$ cat src/rtl/comp_page_dispatcher_if.sv
`default_nettype none
// ============================================================================
// Module   : comp_page_dispatcher_if
// Purpose  : Bus bundle for comp_page_dispatcher. It carries the host page
//            stream (s_axis_*) and the per-core word streams (m_axis_*).
//            master = host/core side (drives the page stream and core readies)
//            slave  = dispatcher side
// Signals  : s_axis_tdata  [DATA_BITS]          page data beat
//            s_axis_tvalid / s_axis_tlast       beat valid / host end-of-page
//            s_axis_tready                      beat accepted when valid&&ready
//            m_axis_tdata  [N_CORES*CORE_BITS]  lane i = [i*CORE_BITS +: CORE_BITS]
//            m_axis_tvalid/tlast/tready [N_CORES] per-core handshake
// Revision : 1.0  initial release
// ============================================================================
interface comp_page_dispatcher_if #(
  parameter int DATA_BITS = 512,
  parameter int CORE_BITS = 64,
  parameter int N_CORES   = 4
);
  logic [DATA_BITS-1:0]         s_axis_tdata;
  logic                         s_axis_tvalid;
  logic                         s_axis_tlast;
  logic                         s_axis_tready;
  logic [N_CORES*CORE_BITS-1:0] m_axis_tdata;
  logic [N_CORES-1:0]           m_axis_tvalid;
  logic [N_CORES-1:0]           m_axis_tlast;
  logic [N_CORES-1:0]           m_axis_tready;

  modport master (
    output s_axis_tdata, s_axis_tvalid, s_axis_tlast,
    input  s_axis_tready,
    input  m_axis_tdata, m_axis_tvalid, m_axis_tlast,
    output m_axis_tready
  );

  modport slave (
    input  s_axis_tdata, s_axis_tvalid, s_axis_tlast,
    output s_axis_tready,
    output m_axis_tdata, m_axis_tvalid, m_axis_tlast,
    input  m_axis_tready
  );
endinterface
`default_nettype wire

$ cat src/rtl/comp_page_dispatcher.sv
`default_nettype none
// ============================================================================
// Module   : comp_page_dispatcher
// Purpose  : Accepts the host page stream and hands whole pages to N_CORES
//            compressor cores in strict round-robin order, serialising each
//            DATA_BITS beat into WORDS words of CORE_BITS for the owning core.
//            Page n always lands on core n mod N_CORES.
// Ports    : aclk        clock
//            aresetn     synchronous reset, active-low
//            bus         comp_page_dispatcher_if.slave (s_axis_* in, m_axis_* out)
//            core_sel    core receiving the current page
//            pages_done  pages fully dispatched (wraps at 2^32)
//            err_tlast   sticky: host tlast disagreed with page framing
// Revision : 1.0  initial release
// ============================================================================
module comp_page_dispatcher #(
  parameter int DATA_BITS  = 512,
  parameter int CORE_BITS  = 64,
  parameter int N_CORES    = 4,
  parameter int PAGE_BYTES = 8192,
  localparam int SEL_W     = (N_CORES > 1) ? $clog2(N_CORES) : 1
) (
  input  wire logic             aclk,
  input  wire logic             aresetn,
  comp_page_dispatcher_if.slave bus,
  output logic [SEL_W-1:0]      core_sel,
  output logic [31:0]           pages_done,
  output logic                  err_tlast
);

  localparam int WORDS      = DATA_BITS / CORE_BITS;
  localparam int PAGE_BEATS = PAGE_BYTES * 8 / DATA_BITS;
  localparam int WIDX_W     = (WORDS > 1) ? $clog2(WORDS) : 1;
  localparam int BEAT_W     = (PAGE_BEATS > 1) ? $clog2(PAGE_BEATS) : 1;
  localparam logic [WIDX_W-1:0] LAST_WORD = WIDX_W'(WORDS - 1);
  localparam logic [BEAT_W-1:0] LAST_BEAT = BEAT_W'(PAGE_BEATS - 1);
  localparam logic [SEL_W-1:0]  LAST_CORE = SEL_W'(N_CORES - 1);

  logic [DATA_BITS-1:0] r_hold;
  logic                 r_hold_valid;
  logic [WIDX_W-1:0]    r_word_idx;
  logic [BEAT_W-1:0]    r_beat_cnt;   // output-side beat position within page
  logic [BEAT_W-1:0]    r_in_beat;    // input-side beat position, for tlast check
  logic [SEL_W-1:0]     r_core_sel;
  logic [31:0]          r_pages_done;
  logic                 r_err_tlast;

  logic                         w_sel_ready;
  logic                         w_out_hs;
  logic                         w_in_hs;
  logic                         w_last_word;
  logic                         w_page_end;
  logic                         w_s_ready;
  logic [CORE_BITS-1:0]         w_word;
  logic [N_CORES-1:0]           w_m_tvalid;
  logic [N_CORES-1:0]           w_m_tlast;
  logic [N_CORES*CORE_BITS-1:0] w_m_tdata;

  // Ready of the currently selected core; explicit mux keeps non-power-of-2
  // core counts from indexing past the ready vector.
  always_comb begin
    w_sel_ready = 1'b0;
    for (int i = 0; i < N_CORES; i++) begin
      if (r_core_sel == SEL_W'(i)) begin
        w_sel_ready = bus.m_axis_tready[i];
      end
    end
  end

  // Current word out of the hold register; word 0 is the least significant.
  always_comb begin
    w_word = '0;
    for (int i = 0; i < WORDS; i++) begin
      if (r_word_idx == WIDX_W'(i)) begin
        w_word = r_hold[i*CORE_BITS +: CORE_BITS];
      end
    end
  end

  assign w_out_hs    = r_hold_valid && w_sel_ready;
  assign w_last_word = (r_word_idx == LAST_WORD);
  assign w_page_end  = w_last_word && (r_beat_cnt == LAST_BEAT);
  // The hold register can take a new beat while its last word is leaving,
  // which keeps one word per cycle flowing across beat boundaries.
  assign w_s_ready   = !r_hold_valid || (w_last_word && w_out_hs);
  assign w_in_hs     = bus.s_axis_tvalid && w_s_ready;

  // Only the selected lane ever shows valid/tlast; data is broadcast.
  always_comb begin
    w_m_tvalid = '0;
    w_m_tlast  = '0;
    w_m_tdata  = '0;
    for (int i = 0; i < N_CORES; i++) begin
      w_m_tdata[i*CORE_BITS +: CORE_BITS] = w_word;
      if (r_core_sel == SEL_W'(i)) begin
        w_m_tvalid[i] = r_hold_valid;
        w_m_tlast[i]  = r_hold_valid && w_page_end;
      end
    end
  end

  always_ff @(posedge aclk) begin
    if (!aresetn) begin
      r_hold       <= '0;
      r_hold_valid <= 1'b0;
      r_word_idx   <= '0;
      r_beat_cnt   <= '0;
      r_in_beat    <= '0;
      r_core_sel   <= '0;
      r_pages_done <= '0;
      r_err_tlast  <= 1'b0;
    end else begin
      if (w_out_hs) begin
        if (w_last_word) begin
          r_word_idx <= '0;
          if (w_page_end) begin
            r_beat_cnt   <= '0;
            r_core_sel   <= (r_core_sel == LAST_CORE) ? '0 : r_core_sel + SEL_W'(1);
            r_pages_done <= r_pages_done + 32'd1;
          end else begin
            r_beat_cnt <= r_beat_cnt + BEAT_W'(1);
          end
        end else begin
          r_word_idx <= r_word_idx + WIDX_W'(1);
        end
      end

      if (w_in_hs) begin
        r_hold       <= bus.s_axis_tdata;
        r_hold_valid <= 1'b1;
        r_in_beat    <= (r_in_beat == LAST_BEAT) ? '0 : r_in_beat + BEAT_W'(1);
        // Framing is owned by the beat count; host tlast is only audited.
        if (bus.s_axis_tlast != (r_in_beat == LAST_BEAT)) begin
          r_err_tlast <= 1'b1;
        end
      end else if (w_out_hs && w_last_word) begin
        r_hold_valid <= 1'b0;
      end
    end
  end

  assign bus.s_axis_tready = w_s_ready;
  assign bus.m_axis_tvalid = w_m_tvalid;
  assign bus.m_axis_tlast  = w_m_tlast;
  assign bus.m_axis_tdata  = w_m_tdata;
  assign core_sel          = r_core_sel;
  assign pages_done        = r_pages_done;
  assign err_tlast         = r_err_tlast;

endmodule
`default_nettype wire
$ cat src/flat_wrapper.sv
// flat-port wrapper written by rule: the top's interface ports become plain ports
module comp_page_dispatcher_flat 
#(
  parameter int DATA_BITS  = 512,
  parameter int CORE_BITS  = 64,
  parameter int N_CORES    = 4,
  parameter int PAGE_BYTES = 8192,
  localparam int SEL_W     = (N_CORES > 1) ? $clog2(N_CORES) : 1
)
  (aclk, aresetn, core_sel, pages_done, err_tlast, bus_s_axis_tdata, bus_s_axis_tvalid, bus_s_axis_tlast, bus_s_axis_tready, bus_m_axis_tdata, bus_m_axis_tvalid, bus_m_axis_tlast, bus_m_axis_tready);
  comp_page_dispatcher_if #(.DATA_BITS(DATA_BITS), .CORE_BITS(CORE_BITS), .N_CORES(N_CORES)) bus_i ();
  input  wire logic aclk;
  input  wire logic aresetn;
  output logic [SEL_W-1:0] core_sel;
  output logic [31:0] pages_done;
  output logic err_tlast;
  input wire logic [$bits(bus_i.s_axis_tdata)-1:0] bus_s_axis_tdata;
  input wire logic [$bits(bus_i.s_axis_tvalid)-1:0] bus_s_axis_tvalid;
  input wire logic [$bits(bus_i.s_axis_tlast)-1:0] bus_s_axis_tlast;
  output wire logic [$bits(bus_i.s_axis_tready)-1:0] bus_s_axis_tready;
  output wire logic [$bits(bus_i.m_axis_tdata)-1:0] bus_m_axis_tdata;
  output wire logic [$bits(bus_i.m_axis_tvalid)-1:0] bus_m_axis_tvalid;
  output wire logic [$bits(bus_i.m_axis_tlast)-1:0] bus_m_axis_tlast;
  input wire logic [$bits(bus_i.m_axis_tready)-1:0] bus_m_axis_tready;
  assign bus_i.s_axis_tdata = bus_s_axis_tdata;
  assign bus_i.s_axis_tvalid = bus_s_axis_tvalid;
  assign bus_i.s_axis_tlast = bus_s_axis_tlast;
  assign bus_s_axis_tready = bus_i.s_axis_tready;
  assign bus_m_axis_tdata = bus_i.m_axis_tdata;
  assign bus_m_axis_tvalid = bus_i.m_axis_tvalid;
  assign bus_m_axis_tlast = bus_i.m_axis_tlast;
  assign bus_i.m_axis_tready = bus_m_axis_tready;
  comp_page_dispatcher #(.DATA_BITS(DATA_BITS), .CORE_BITS(CORE_BITS), .N_CORES(N_CORES), .PAGE_BYTES(PAGE_BYTES)) u_core (.aclk(aclk), .aresetn(aresetn), .bus(bus_i), .core_sel(core_sel), .pages_done(pages_done), .err_tlast(err_tlast));
endmodule
$ cat config.mk
export PLATFORM = sky130hd
export DESIGN_NAME = comp_page_dispatcher_flat
export DESIGN_NICKNAME = d
export VERILOG_FILES = /design/src/rtl/comp_page_dispatcher_if.sv /design/src/rtl/comp_page_dispatcher.sv /design/src/flat_wrapper.sv
export SDC_FILE = /design/constraint.sdc
export NUM_CORES = 1
export LEC_CHECK = 0
export CORE_AREA = 5 5 312 314
export CTS_CLUSTER_DIAMETER = 150
export DETAILED_ROUTE_END_ITERATION = 8
export DIE_AREA = 0 0 317 319
export GPL_TIMING_DRIVEN = 1
export HOLD_SLACK_MARGIN = 0.02
export SYNTH_ARGS = -nofsm -noshare
export SYNTH_HDL_FRONTEND = slang
export SYNTH_SLANG_ARGS = --single-unit
$ cat constraint.sdc
create_clock -name aclk -period 4.1 [get_ports aclk]
set_clock_uncertainty 0.2 [all_clocks]
set_input_delay 0.41 -clock aclk [delete_from_list [all_inputs] [get_ports aclk]]
set_output_delay 0.41 -clock aclk [all_outputs]
set_load 0.005 [all_outputs]
* After elaboration in Yosys (flattened, before gate mapping)
Cells that the tools add are included.
** Storage, ports and cells
- Bits in registers :: 565
- Input port bits :: 520
- Output and inout port bits :: 300
- Word-level logic and storage cells :: 65
** Cells by class
- Add/subtract/negate cells :: 5
- Equal/unequal tests :: 13
- Mux-type cells :: 26
- Reduce and logical (&&, ||, !) cells :: 13
** Operators with widths (count)
- 64-bit 2-to-1 mux :: 8
- 32-bit by 1-bit adder with 32-bit output (second input constant) :: 1
- 7-bit by 1-bit adder with 7-bit output (second input constant) :: 2
- 7-bit == test (second input constant) :: 2
- 1-bit 2-to-1 mux :: 14
- 7-bit 2-to-1 mux :: 2
- 3-bit == test (second input constant) :: 4
- 3-bit by 2-bit == test with 1-bit output (second input constant) :: 2
- 1-bit logical AND :: 5
- 2-bit == test (second input constant) :: 2
- 2-bit AND reduction :: 2
- 3-bit by 1-bit adder with 3-bit output (second input constant) :: 1
- 3-bit by 1-bit == test with 1-bit output (second input constant) :: 1
- 3-bit zero test :: 1
- 3-bit 2-to-1 mux :: 1
- 3-bit AND reduction :: 1
- 2-bit by 1-bit adder with 2-bit output (second input constant) :: 1
- 2-bit by 1-bit == test with 1-bit output (second input constant) :: 1
- 2-bit zero test :: 1
- 2-bit 2-to-1 mux :: 1
- 2-bit nonzero test :: 1
- 1-bit zero test :: 1
- 1-bit logical OR :: 1
- 1-bit inequality test :: 1

* Depth between registers and ports, before layout
- Word-level depth :: 10
- Mapped depth :: 12
- Gate-level depth less buffers :: 7

* Least setup slack after synthesis
No wires, ideal clock.
- Kind :: reg-to-output
- Start point :: register u_core.r_word_idx[2]
- End point :: output bus_m_axis_tdata[126]
- Arrival :: 2.844 ns
- Data required time :: 3.490 ns
- Setup slack :: 0.646 ns
- Stages on the path, launching flop included :: 11
- Buffers on the path :: 5
- Path through :: dfxtp_1 clkbuf_1 clkbuf_1 clkbuf_1 inv_1 ha_1 nor3_1 clkbuf_1 a221oi_1 a21oi_1 buf_4
** On the way
- Word-level cells in the longest chain between the ends :: 9
** RTL lines
- from (decl) :: line comp_page_dispatcher.sv:41 : logic [WIDX_W-1:0] r_word_idx;
- from (signal assigned) :: line comp_page_dispatcher.sv:124 : r_word_idx <= r_word_idx + WIDX_W'(1);
- 3-bit zero test :: line comp_page_dispatcher.sv:74 : if (r_word_idx == WIDX_W'(i)) begin
- 64-bit 2-to-1 mux (7 in series) :: line comp_page_dispatcher.sv:74
- 64-bit 2-to-1 mux (*) :: line comp_page_dispatcher.sv:74
- to (decl) :: line flat_wrapper.sv:21 : output wire logic [$bits(bus_i.m_axis_tdata)-1:0] bus_m_axis_tdata;
Every way passes the cells marked *; elsewhere a longest branch is shown, timed or not.

* Worst setup path in the final report
- Start point :: register u_core.r_word_idx[0]
- End point :: output bus_m_axis_tdata[188]
The elaborated chain is that of the path after synthesis.

==> flow_summary_export.csv <==
group,metric,value,unit
run_status,outcome,"completed",
clock_network,cts_tree,"yes",
yosys,synth_warnings,0,
die,pin_count,820,
critical_path,cp_max_fo,27,
pwr,ir_drop,0.243,mV
min_path,hold_path.class,"in2reg",
yosys,netlist_instances,3550,
yosys,synth_edf_count,0,
yosys,ys_async_sr_fraction,0,
yosys,seq_area_frac_synth,0.440,
cells_and_area,layout.nets,4581,
min_path,min_path_cells,3,
global_route,grt-ovfl-total,0,
critical_path,cp.arrival,3.39,ns
min_path,hold_end,"u_core.r_hold[45]",
yosys,synth_top_area_share,0.440,
die,die_x,317,um
critical_path,startpoint_type,"register",
critical_path,r2r_slack,0.82,ns
global_route,antenna_found_initial,41,
pwr,p_per_area,386,mW/mm^2
critical_path,critPathCaptureType,"output pin",
clock_network,cts_buffer_depth,3,
clock_network,path_clk_slew,0.06,ns
global_route,grt.total_usage,0.209,
global_route,grt_pass1_wl,162000,um
timing,finalSetupTns,0,ns
yosys,syn-num-nets,4083,
place,post-place-cells,5238,
timing,fmax,0.250,GHz
min_path,min_from,"bus_s_axis_tdata[45]",
critical_path,worstRegToRegCells,9,
drt,antenna_left,0,
drt,drt-wirelength-per-cell,20.9,um
die,rows,113,
timing,hold_ws,0.150,ns
critical_path,crit_chain,"ha_1, ha_4, inv_6, buf_4, a21o_1, a221oi_1, a21oi_2, clkdlybuf4s50_1",
timing,fin_crit_sh,0.975,
yosys,synth_cell_types,46,
timing,max-slew-margin-rel,0.350,
yosys,syn_area,0.0257,mm^2
cells_and_area,area_growth,42.7,%
clock_network,postCtsHoldBufs,0,
timing,slew_viol_final,0,
drt,wl,113000,um
yosys,synthFlopType,"dfxtp_1",
yosys,synth_seq_cells,565,
cells_and_area,drive_gt1_frac,0.0686,
cells_and_area,final_util,0.389,
timing,rsz0062_at_grt,"no",
critical_path,cp_slowest_stage_delay,0.54,ns
drt,post-route-drc-count,0,
clock_network,cts_buffers,68,
pwr,p_leak,13.3,nW
yosys,syn_area_per_cell,7.25,um^2
job,maxCapViolations,0,
place,routabilityCongestion,0.848,
die,die_height,319,um
timing,tightest_slew,0.976,ns
global_route,grt_pass1_vias,25600,
place,io_buffers,819,
critical_path,cpMaxStageDelayCell,"a221oi_1",
cells_and_area,instances_no_fill,5394,
clock_network,cts.sink_count,565,
die,start_util,0.273,
timing,finalSetupViolCount,0,
drt,drt-pass1-iter-count,6,
yosys,synth_top_cell_by_area,"dfxtp_1",
yosys,synth.area.top_cells,"dfxtp_1 (44%), nand2_1 (18%), a21oi_1 (14%)",
die,core_area,0.0943,mm^2
clock_network,insertion_delay,0.58,ns
critical_path,crit_type,"reg2out",
critical_path,worst_ep_required_time,3.49,ns
cells_and_area,final_cell_mix,"nand2_1 (1,246), clkdlybuf4s50_1 (819), a21oi_1 (684)",
timing,final-hold-violation-count,0,
cells_and_area,final_common_cell,"nand2_1",
critical_path,reg2reg_from,"u_core.r_word_idx[0]",
critical_path,regToRegEndpoint,"u_core.pages_done[26]",
die,fp.dieArea,0.101,mm^2
pwr,total_power,14.2,mW
drt,drt-vias-per-instance,4.88,
drt,dr_total_vias,26300,
timing,finalCriticalPeriod,4.00,ns
global_route,grt_max_degree,168,
drt,drt-initial-drc-count,2280,
clock_network,h-tree-depth,3,
place,hpwlAfterDp,79700,um
clock_network,ctsRootBufferMaster,"clkbuf_16",
==> per-stage QoR <==
stage                     worst slack [ns]  instance area (um^2)
after CTS                        -0.000942                 36400
final                                0.103                 36700
after global placement               0.423                 34100
after detailed placement             0.409                 34100
after floorplan                      0.646                 25700
after global routing               0.00411                 36700
==> critical path, delay by kind of cell (launching register included) <==
kind | cells | cell delay (ns)
buffers and inverters | 3 | 0.88
adders and majority gates | 2 | 0.55
AOI/OAI and AO/OA | 3 | 0.93
DFF | 1 | 0.42
==> kinds of logic after synthesis <==
| kind of cell | after synthesis | share of synthesized area |
|---|---|---|
| DFF | 565 | 0.440 |
| AOI/OAI and AO/OA | 1024 | 0.220 |
| adders and majority gates | 13 | 0.00632 |
| xor gates and xnor gates | 14 | 0.00477 |
| muxes | 4 | 0.00156 |
| and+or+nand+nor | 1437 | 0.225 |
| buffers and inverters | 493 | 0.103 |
==> state kept, by name, indices dropped and copies added (netlist names) <==
signal / flops
u_core.pages_done: 32
u_core.err_tlast: 1
u_core.r_in_beat: 7
u_core.core_sel: 2
u_core.r_hold_valid: 1
u_core.r_word_idx: 3
u_core.r_hold: 512
u_core.r_beat_cnt: 7
==> worst max path at each step <==
| stage | slack, ns | to | from |
|---|---|---|---|
| 2_1_floorplan | 0.65 | bus_m_axis_tdata[126] | u_core.r_word_idx[2] |
| 3_3_place_gp | 0.42 | bus_m_axis_tdata[225] | u_core.r_word_idx[0] |
| 3_5_place_dp | 0.41 | bus_m_axis_tdata[207] | u_core.r_word_idx[1] |
| 4_1_cts | -0.0009 | bus_m_axis_tdata[116] | u_core.r_word_idx[0] |
| 5_1_grt | 0.004 | bus_m_axis_tdata[102] | u_core.r_word_idx[1] |
| 6_report | 0.10 | bus_m_axis_tdata[188] | u_core.r_word_idx[0] |
==> synthesized netlist by cell type (2+ instances only) <==
library cell / number
a31oi_1: 2
o31ai_1: 5
dfxtp_1: 565
or2_2: 2
ha_1: 13
nor2_1: 20
nand4_1: 19
buf_2: 70
and4_1: 3
or3_1: 17
inv_2: 2
buf_1: 10
and2_1: 16
nand3_1: 81
inv_1: 12
nand2b_1: 7
buf_4: 192
mux2i_1: 4
clkbuf_1: 207
o21a_1: 3
nor3_1: 4
xor2_1: 12
and3_1: 5
or4_1: 5
o22ai_1: 65
a21o_1: 64
xnor2_1: 2
nand2_1: 1247
nand4_4: 2
o21ai_0: 80
a221oi_1: 64
a21oi_1: 736
==> final cells by class <==
cell class / instances / area, um^2
repair buffers: 907 / 9310
well taps: 1265 / 1580
fillers: 9839 / 57600
flip-flops and latches: 565 / 11300
inverters: 14 / 67.6
diodes: 31 / 77.6
clock inverters: 25 / 259
clock buffers: 95 / 1920
multi-input cells: 2492 / 12200
==> power by group <==
part / internal [mW] / switching [mW] / leakage (nW)
registers: 5.78 / 0.176 / 4.63
clock network: 3.49 / 2.51 / 1.08
logic: 1.17 / 1.06 / 7.62
total: 10.4 / 3.74 / 13.3
==> layer usage <==
metal,GRT usage,vias to the layer above,part of all wire
met3,0.0487,193,0.069
met2,0.352,900,0.49
met4,0.0882,8,0.037
li1,-,12800,-
met5,0,-,0.00044
met1,0.256,12500,0.41
==> timing repair <==
action                     CTS  global route
pin swaps                    1             0
gates cloned                 1             0
setup endpoints to repair  167           146
gates resized for setup     27            44
buffers inserted             4             0
No activity file was read; power rests on OpenSTA's default activity.
